### src/rtl/index_dispatcher.sv
// Packs a serial stream of sparse (row, col) index entries into PE_NUMBER-lane
// batches tagged with the count of entries still outstanding.
module index_dispatcher #(
  parameter int unsigned PE_NUMBER   = 32,
  parameter int unsigned LOG2_HEIGHT = 4,
  parameter int unsigned LOG2_PES    = 4,
  parameter int unsigned LOG2_K      = 5
) (
  input  logic                            i_clk,
  input  logic                            i_rst_n,
  input  logic                            i_start,
  input  logic [LOG2_HEIGHT+LOG2_K-1:0]   i_nnz_count,
  input  logic                            i_idx_valid,
  output logic                            o_idx_ready,
  input  logic [LOG2_HEIGHT-1:0]          i_idx_row,
  input  logic [LOG2_PES-1:0]             i_idx_col,
  output logic                            o_batch_valid,
  input  logic                            i_batch_ready,
  output logic [PE_NUMBER*LOG2_HEIGHT-1:0] o_row_index,
  output logic [PE_NUMBER*LOG2_PES-1:0]    o_col_index,
  output logic [LOG2_HEIGHT+LOG2_K-1:0]   o_remain_count,
  output logic                            o_busy,
  output logic                            o_done
);

  localparam int unsigned W  = LOG2_HEIGHT + LOG2_K;
  localparam int unsigned FW = $clog2(PE_NUMBER) + 1;
  localparam logic [W-1:0] PE_W = W'(PE_NUMBER);

  typedef enum logic [1:0] {S_IDLE, S_FILL, S_ISSUE, S_DONE} state_t;

  state_t         state;
  state_t         state_nxt;
  logic [W-1:0]   rem;
  logic [W-1:0]   target;
  logic [W-1:0]   rem_after;
  logic [FW-1:0]  fill;
  logic           accept;
  logic           fill_last;
  logic           issue_hs;
  logic           job_load;

  // Batch size is capped by what is left, so the last batch may be partial.
  always_comb begin
    target    = (rem < PE_W) ? rem : PE_W;
    rem_after = rem - target;
    accept    = i_idx_valid && (state == S_FILL);
    issue_hs  = i_batch_ready && (state == S_ISSUE);
    fill_last = accept && ((W'(fill) + W'(1)) == target);
    job_load  = (state == S_IDLE) && i_start && (i_nnz_count != '0);
  end

  always_comb begin
    state_nxt = state;
    case (state)
      S_IDLE:  if (i_start) state_nxt = (i_nnz_count != '0) ? S_FILL : S_DONE;
      S_FILL:  if (fill_last) state_nxt = S_ISSUE;
      S_ISSUE: if (issue_hs) state_nxt = (rem_after == '0) ? S_DONE : S_FILL;
      S_DONE:  state_nxt = S_IDLE;
      default: state_nxt = S_IDLE;
    endcase
  end

  always_ff @(posedge i_clk or negedge i_rst_n) begin
    if (!i_rst_n) state <= S_IDLE;
    else          state <= state_nxt;
  end

  // Handshake flags follow the state register directly.
  assign o_idx_ready    = (state == S_FILL);
  assign o_batch_valid  = (state == S_ISSUE);
  assign o_remain_count = rem;

  always_ff @(posedge i_clk or negedge i_rst_n) begin
    if (!i_rst_n) begin
      rem         <= '0;
      fill        <= '0;
      o_row_index <= '0;
      o_col_index <= '0;
      o_busy      <= 1'b0;
      o_done      <= 1'b0;
    end else begin
      o_busy <= (state_nxt != S_IDLE);
      o_done <= (state_nxt == S_DONE);
      if (job_load) begin
        rem         <= i_nnz_count;
        fill        <= '0;
        o_row_index <= '0;
        o_col_index <= '0;
      end else if (accept) begin
        fill <= fill + FW'(1);
        for (int unsigned k = 0; k < PE_NUMBER; k++) begin
          if (fill == FW'(k)) begin
            o_row_index[k*LOG2_HEIGHT +: LOG2_HEIGHT] <= i_idx_row;
            o_col_index[k*LOG2_PES +: LOG2_PES]       <= i_idx_col;
          end
        end
      end else if (issue_hs) begin
        // Clearing lanes here keeps unused lanes of a partial batch at zero.
        rem         <= rem_after;
        fill        <= '0;
        o_row_index <= '0;
        o_col_index <= '0;
      end
    end
  end

endmodule
### config.mk
export PLATFORM = sky130hd
export DESIGN_NAME = index_dispatcher
export DESIGN_NICKNAME = d
export VERILOG_FILES = /design/src/rtl/index_dispatcher.sv
export SDC_FILE = /design/constraint.sdc
export NUM_CORES = 1
export LEC_CHECK = 0
export CAP_MARGIN = 0
export CELL_PAD_IN_SITES_DETAIL_PLACEMENT = 0
export CELL_PAD_IN_SITES_GLOBAL_PLACEMENT = 1
export CORE_MARGIN = 2
export CORE_UTILIZATION = 40
export CTS_CLUSTER_SIZE = 12
export DETAILED_ROUTE_END_ITERATION = 8
export PLACE_DENSITY_LB_ADDON = 0.08
export SLEW_MARGIN = 30
export SYNTH_ARGS = -nofsm -noshare
export SYNTH_HDL_FRONTEND = slang
export SYNTH_SLANG_ARGS = --single-unit
### constraint.sdc
create_clock -name i_clk -period 6.9 [get_ports i_clk]
set_input_delay 1.38 -clock i_clk [delete_from_list [all_inputs] [get_ports i_clk]]
set_output_delay 1.38 -clock i_clk [all_outputs]
set_load 0.05 [all_outputs]
==> results.toml <==
[outcome]
outcome = "finished clean"

[finish]
fillerInstances = 2571
syn_to_final_growth_pct = 34.65
nets = 1386
num_antenna_cells = 0
drive_gt1_frac = 0.06633

[synth]
syn-mean-instance-area_sq_um = 10.19
postSynth.asyncResetShare = 1.000
netlist_top_cells_count = "nand2_1 (286), o21ai_0 (284), dfrtp_1 (275)"
synth_area_leaders = "dfrtp_1 (61%), o21ai_0 (13%), nand2_1 (9.6%), buf_6 (3.0%), nand2_4 (1.8%)"
ys_seq_area_frac = 0.6146
synth_cells = 1099
yosys.cell_count.top_type = "nand2_1"
ys_seq_elements = 275
synth.top_cell.area_share = 0.6146
synthesis.nets = 1126
synth_cell_type_count = 43
synthFlopType = "dfrtp_1"
synth_area_sq_mm = 0.01120
synth-edff-count = 0
yosysWarnings = 0
yosysTopAreaCell = "dfrtp_1"

[floorplanning]
die_h_um = 171.3
die_x_um = 171.3
die_area_sq_mm = 0.02935
initial_core_util = 0.4041
ioPinCount = 291
core_sq_mm = 0.02771
core.rowCount = 61

[cts]
cts_max_level = 1
clk-insertion-delay-late_ns = 0.53
cts_hold_buf = 0
cts_inserted_buffers = 29
post-cts-setup-buffers = 0
cts_tree = "built"
path_clk_slew_ns = 0.06
clock_sinks = 275
cts.repair.resized = 0
root_buffer = "clkbuf_16"
cts_buffer_depth = 3

[global_routing]
grt_usage = 0.2207
grt_overflow = 0
grt_max_degree = 80
grt_pass1_wl_um = 49730
antenna_found_initial = 1
grt_pass1_vias = 8276

[placement]
port_buffers = 290
place_congestion = 0.7602
dp_hpwl_um = 21350

[sta]
rsz0062_at_grt = "no"
period_share = 0.6297
hold_violations = 0
worst_slew_pin_slew_ns = 0.9178
finalSetupViolCount = 0
fin_crit_ns = 4.345
finClkSkew_ns = 0.006990
fmax_mhz = 230.1
slew_headroom = 0.3825
slew_viol_final = 0
fin_tns_setup_ns = 0

[setup_path]
end_kind = "flip-flop"
worst_ep_arrival_time_ns = 4.73
max_stage_delay_ns = 0.76
crit_type = "in -> reg"
cp.required_ns = 7.28
critPathSlowestCell = "or3_4"
start_kind = "input port"
crit_chain = "clkdlybuf4s50_1 > nor3b_1 > o31a_1 > or3_4 > buf_4 > nand2_4 > nand2_1 > o21ai_0"
crit_fanout = 23

[route]
drc = 0
firstDrtPassIters = 4
num_vias = 8472
postRouteAntennaNets = 0
drt_iter0_drc = 533
vias_per_cell = 4.841
routed_wl_um = 32320
wire_per_inst_um = 18.47

[job]
max-cap-violations = 0

[worst_hold_path]
min_path_type = "reg -> reg"
==> state kept, by name, summed over array words and instances (netlist names) <==
signal	count
o_busy	1
fill	6
o_col_index	128
o_done	1
o_row_index	128
o_remain_count	9
state	2
==> critical path: cells and delay by family <==
kind	cells	cell delay [ns]
and+or+nand+nor	4	1.68
buffers and inverters	2	0.92
AOI/OAI and AO/OA	2	0.72
==> routing by layer <==
| metal | vias to the layer above | GRT usage | share of wire | wire length, um |
|---|---|---|---|---|
| met5 | - | 0 | 0 | 0 |
| met3 | 30 | 0.06443 | 0.075 | 2409 |
| met4 | 0 | 0.03685 | 0.014 | 444 |
| met1 | 4024 | 0.3091 | 0.47 | 15210 |
| met2 | 238 | 0.3469 | 0.44 | 14260 |
| li1 | 4180 | - | - | - |
==> metrics by stage <==
step | cells | instance area [sq um] | util | setup slack, ns | hold slack, ns
after floorplan | 1099 | 11200 | - | 3.570 | 0.4811
after global placement | 1705 | 14160 | 0.5110 | 2.113 | 0.4605
after detailed placement | 1706 | 14190 | 0.5121 | 2.012 | 0.4690
after CTS | 1750 | 15080 | 0.5442 | 2.577 | 0.4824
after global routing | 1750 | 15080 | 0.5442 | 2.392 | 0.5028
final | 1750 | 15080 | 0.5442 | 2.555 | 0.4737
==> cell type report <==
class,instances,area (sq um),area share
flip-flops and latches,275,6882,0.4564
multi-input cells,729,3721,0.2468
repair buffers,305,3040,0.2017
clock buffers,40,857.1,0.05685
well taps,378,473.0,0.03137
inverters,19,71.32,0.004730
clock inverters,4,32.53,0.002158
==> layout by cell type, fill, tap and decap left out, types with 6 or more instances in the layout <==
cell type / n
dfrtp_1: 275
o21ai_1: 22
o21ai_0: 284
buf_4: 14
clkbuf_16: 29
nor3_1: 9
clkdlybuf4s50_1: 289
a21oi_1: 6
nand2_8: 10
clkbuf_8: 9
nor2_1: 12
nand3_1: 20
nand2_1: 286
inv_1: 19
nand2_4: 18
xnor2_1: 6
nand2b_1: 7
==> cell families after synthesis <==
family                   after synthesis  synth area share
AO/OA/AOI/OAI                        326            0.1495
XOR/XNOR                               9          0.007040
adder cells (fa/ha/maj)                5          0.005587
buffers and inverters                 95           0.05397
flip-flops                           275            0.6146
multiplexers                           2          0.001788
other                                  1         0.0003349
AND/OR/NAND/NOR                      386            0.1672
==> final timing paths <==
kind,from,end,slack (ns),cells after the start
max in group asynchronous,i_rst_n,o_row_index[104],4.51,3
worst min-delay path,o_col_index[63],o_col_index[63],0.47,2
min in group asynchronous,i_rst_n,o_row_index[63],0.74,1
worst min register to register,o_col_index[63],o_col_index[63],0.47,2
worst max-delay path,i_start,o_row_index[118],2.55,8
worst max register to register,state[1],o_row_index[118],3.43,7
Power is not shown: default switching activity piles up to over one toggle a cycle in this logic, so the estimate is an artifact.
==> patch 1: new RTL, config.mk and constraints unchanged <==
The parameter `PE_NUMBER` goes from 32 to 64.
--- a/src/rtl/index_dispatcher.sv
+++ b/src/rtl/index_dispatcher.sv
@@ -3,3 +3,3 @@
 module index_dispatcher #(
-  parameter int unsigned PE_NUMBER   = 32,
+  parameter int unsigned PE_NUMBER   = 64,
   parameter int unsigned LOG2_HEIGHT = 4,
Ports: changed (resized o_col_index and o_row_index); port bits go from 291 to 547. No check against the original RTL was run, so the function may have changed too.
==> patch 1 against the unedited design <==
  * Worst setup slack improved by 0.18 ns
  * Wire length rose by 110%
  * Via count rose by 89%
  * Sequential cell count rose by 257
  * Largest cell class unchanged
  * Final area rose by 85%
  * Critical path type unchanged
  * Non-clock buffer count rose by 255
  * Synthesized area rose by 84%
  * Sequential share of layout area rose by 2.0 points
  * First-iteration DRC count rose by 71%
  * Register-to-register slack got worse by 0.16 ns
  * Global-route usage rose by 3.8 points
Power is left out: the tool's default activity adds up to more than one toggle a clock period on the data nets, which glitch-free logic cannot reach.
==> patch 1: results (changes against the unedited design) <==
- Post-synthesis xor/xnor area fraction: 0.4255% (-0.28 points)
- Number of cells on the worst reg-to-reg path: 8 (+1)
- Nets: 2500 (+80%)
- #MultiIn Comb: 1321 (+81%)
- Layout Cells excl Fill: 3189 (+82%)
- Clk tree area frac: 6.375% (+0.47 points)
- Largest net degree at the start of global routing: 178 (+120%)
- Hold_sp: o_row_index[89]
- Drt pass-1 iters: 5 (+1)
- Initial antenna violation count: 0 (-1)
- Number of port buffers: 546 (+88%)
- First-pass GRT wire length: 103.4 mm (+110%)
- Synth Area in Adders: 0.3039% (-0.25 points)
- Synth cell types: 49 (+14%)
- Worst Skew: 0.01487 ns (+0.007876 ns)
- Non-clk invs: 2 (-17)
- Min cycle time layout: 4.168 ns (-0.1770 ns)
- Tightest Hold Check Type: reg2reg
- Synth Area in Compound Gates: 15.26% (+0.30 points)
- Worst r2r src: state[0]
- Root buf cell: clkbuf_16
- Status: completed
- FF+latch area: 0.01331 mm^2 (+93%)
- Hold endpoint: o_row_index[89]
- Buffers, non-clock: 560 (+84%)
- Dpl cell area: 0.02612 mm^2 (+84%)
- Num CTS Buffers: 56 (+93%)
- Minimum hold slack: 0.4751 ns (+0.001355 ns)
- GP Congestion: 0.8195 (+7.8%)
- H-tree depth: 2 (+1)
- Clock Sinks: 532 (+93%)
- Detailed Route Iter0 Violations: 914 (+71%)
- Seq/Total Area, Yosys: 64.67% (+3.2 points)
- GRT Resource Usage Total: 25.91% (+3.8 points)
- Worst-Skew Late Latency: 0.60 ns (+0.07 ns)
- Syn_area_per_cell: 10.29 um^2 (+1.0%)
- R2r setup slk: 3.27 ns (-0.16 ns)
- Non-Clock Buffer Area Fraction: 20.18% (about the same)
- Cells after DPL: 3094 (+81%)
- Vias: 16009 (+89%)
- Area growth syn-to-layout: 35.68%
- Vias in the first global route: 15342 (+85%)
- Proportion of layout cells with a drive suffix above 1: 5.981% (-0.65 points)
- Pre-CTS WS: 2.117 ns (+0.1053 ns)
- Setup crit end: o_row_index[247]
- Clkbuf count: 86 (+110%)
- Mux cell area share after synthesis: 0.2492% (+0.070 points)
- Tap Cells: 680 (+80%)
- Synth top area cells: dfrtp_1 (65%), nand2_1 (11%), o21ai_0 (9.0%), o21ai_1 (5.3%), buf_6 (2.1%)
- Diode count: 1 (+1)
- Syn_nets: 2027 (+80%)
- Number of fill cells: 4595 (+79%)
- Dpl hpwl: 46.85 mm (+120%)
- Crit path DAT: 4.59 ns (-0.14 ns)
- Multi-input logic area: 0.006340 mm^2 (+70%)
- CP max FO: 48 (+110%)
- Commonest cells post-synth: nand2_1 (589), dfrtp_1 (532), o21ai_0 (372)
- Worst slew pin tran: 0.9453 ns (+0.02752 ns)
- Post-Route WL: 69.35 mm (+110%)
## patch 1: cell count changes after synthesis, moves of 7 or more
cell      delta
nand2_1    +303
dfrtp_1    +257
o21ai_1    +198
o21ai_0     +88
clkbuf_1    +27
buf_2       +25
nand2_4     +20
inv_1       -17
nand2_8     -10
buf_6        +9
nand3_1      -9
nand2b_1     -7
## patch 1: tightest hold or removal path, stage by stage, from the launching register on
cell and delay (ns):
dfrtp_1 0.34, nand2_1 0.04, o21ai_0 0.06
## patch 1: per-layer routing
layer	global-route usage, %	part of all wire [%]	vias up
met5	0	0	-
li1	-	-	7658
met1	34.64	43	7773
met4	8.387	3.3	0
met3	6.139	6.1	122
met2	41.69	48	456
==> patch 2: new RTL, config.mk and constraints unchanged <==
Without the edit above. Put one more register stage on the output `o_remain_count`, with the module's reset. The value now appears one clock later. The other outputs are not delayed to match.
--- a/src/rtl/index_dispatcher.sv
+++ b/src/rtl/index_dispatcher.sv
@@ -71,3 +71,9 @@
   assign o_batch_valid  = (state == S_ISSUE);
-  assign o_remain_count = rem;
+  always_ff @(posedge i_clk or negedge i_rst_n) begin
+    if (!i_rst_n) begin
+      o_remain_count <= '0;
+    end else begin
+      o_remain_count <= rem;
+    end
+  end
 
Check against the original RTL: not equivalent (Yosys sat finds a counterexample within 4 cycles, from zero or initial values and one cycle with i_rst_n low).
==> patch 2 against the unedited design <==
  * Synthesized area increased by 3.2%
  * Utilization down 0.19 points
  * Via count fell by 0.26%
  * Worst setup slack got worse by 0.019 ns
  * Fmax shrank 0.43%
  * Sequential cell count increased by 9
  * Final area is 2.7% higher
  * Wire length shrank 1.5%
  * Cell count increased by 0.97%
Power is left out: the tool's default activity adds up to more than one toggle a clock period on the data nets, which glitch-free logic cannot reach.
==> patch 2: results (changes against the unedited design) <==
- Status: completed
- Mapped Cells: 1105 (+0.55%)
- GRT Resource Usage Total: 21.21% (-0.86 points)
- First-pass GRT wire length: 50.22 mm (+0.99%)
- Worst slew pin tran: 0.9920 ns (+0.07417 ns)
- Detailed Route Iter0 Violations: 456 (-14%)
- CP max FO: 26 (+13%)
- Worst Skew: 0.01031 ns (+0.003323 ns)
- Num CTS Buffers: 31 (+6.9%)
- Commonest cells post-synth: nand2_1 (286), dfrtp_1 (284), o21ai_0 (205)
- GP Congestion: 0.7832 (+3.0%)
- Vias: 8450 (-0.26%)
- Proportion of layout cells with a drive suffix above 1: 7.448% (+0.81 points)
- Crit path DAT: 4.77 ns (+0.04 ns)
- Vias per cell: 4.782 (-1.2%)
- Initial antenna violation count: 0 (-1)
- Synth top area cells: dfrtp_1 (62%), nand2_1 (9.3%), o21ai_0 (8.9%), o21ai_1 (4.0%), nand2_8 (3.5%)
- Dpl hpwl: 20.94 mm (-1.9%)
- Largest net degree at the start of global routing: 127 (+59%)
- Worst-Skew Late Latency: 0.56 ns (+0.03 ns)
- Seq/Total Area, Yosys: 61.53% (+0.072 points)
- Routed wire per std cell: 18.01 um (-2.5%)
- Vias in the first global route: 8282 (+0.072%)
- Synth cell types: 47 (+9.3%)
- Cells after DPL: 1717 (+0.64%)
- Ys flop type: dfrtp_1
- Nets: 1393 (+0.51%)
## patch 2: layout make-up
type / count / area [um^2]
fillers: 2625 / 13070
flip-flops and latches: 284 / 7107
multi-input cells: 729 / 3849
repair buffers: 302 / 3014
clock buffers: 45 / 908.4
well taps: 384 / 480.5
inverters: 18 / 67.56
clock inverters: 5 / 56.30
## patch 2: final timing paths
| path | end | startpoint | slack [ns] |
|---|---|---|---|
| worst min register to register | o_row_index[13] | o_row_index[13] | 0.47 |
| worst min-delay path | o_row_index[13] | o_row_index[13] | 0.47 |
| max in group asynchronous | o_col_index[49] | i_rst_n | 4.94 |
| worst max register to register | o_row_index[25] | state[1] | 3.40 |
| worst max-delay path | o_row_index[25] | i_start | 2.54 |
| min in group asynchronous | o_col_index[110] | i_rst_n | 0.80 |
## patch 2: critical path, stage by stage
cell and delay [ns]:
clkdlybuf4s50_1 0.49, nor3b_1 0.54, o31a_1 0.60, or3_4 0.88, buf_4 0.49, nand2_4 0.17
nand2_1 0.11, o21ai_0 0.07
## patch 2: cell families (layout without fill, tap and decap cells)
| family | Yosys count | count (layout) | share of synthesized area (%) |
|---|---|---|---|
| compound gates | 323 | 323 | 14.51 |
| xor+xnor | 11 | 11 | 0.8342 |
| fa+ha+maj | 5 | 5 | 0.5417 |
| buf+inv | 92 | 370 | 5.286 |
| flops | 284 | 284 | 61.53 |
| mux | 2 | 2 | 0.1733 |
| other cells | 1 | 1 | 0.03247 |
| simple gates | 387 | 387 | 17.09 |
## patch 2: metal layers
layer,vias up,track usage [%],wire length [um]
met1,3975,28.89,14090
met5,-,0,0
li1,4215,-,-
met3,38,5.206,2300
met2,222,34.63,14900
met4,0,4.517,544
## patch 2: stage by stage
stage | worst slack [ns] | utilization, % | area [um^2]
floorplan | 3.570 | - | 11550
global placement | 1.994 | 50.82 | 14510
detailed placement | 1.948 | 50.85 | 14520
CTS | 2.532 | 54.23 | 15480
global route | 2.228 | 54.23 | 15480
finish | 2.536 | 54.23 | 15480
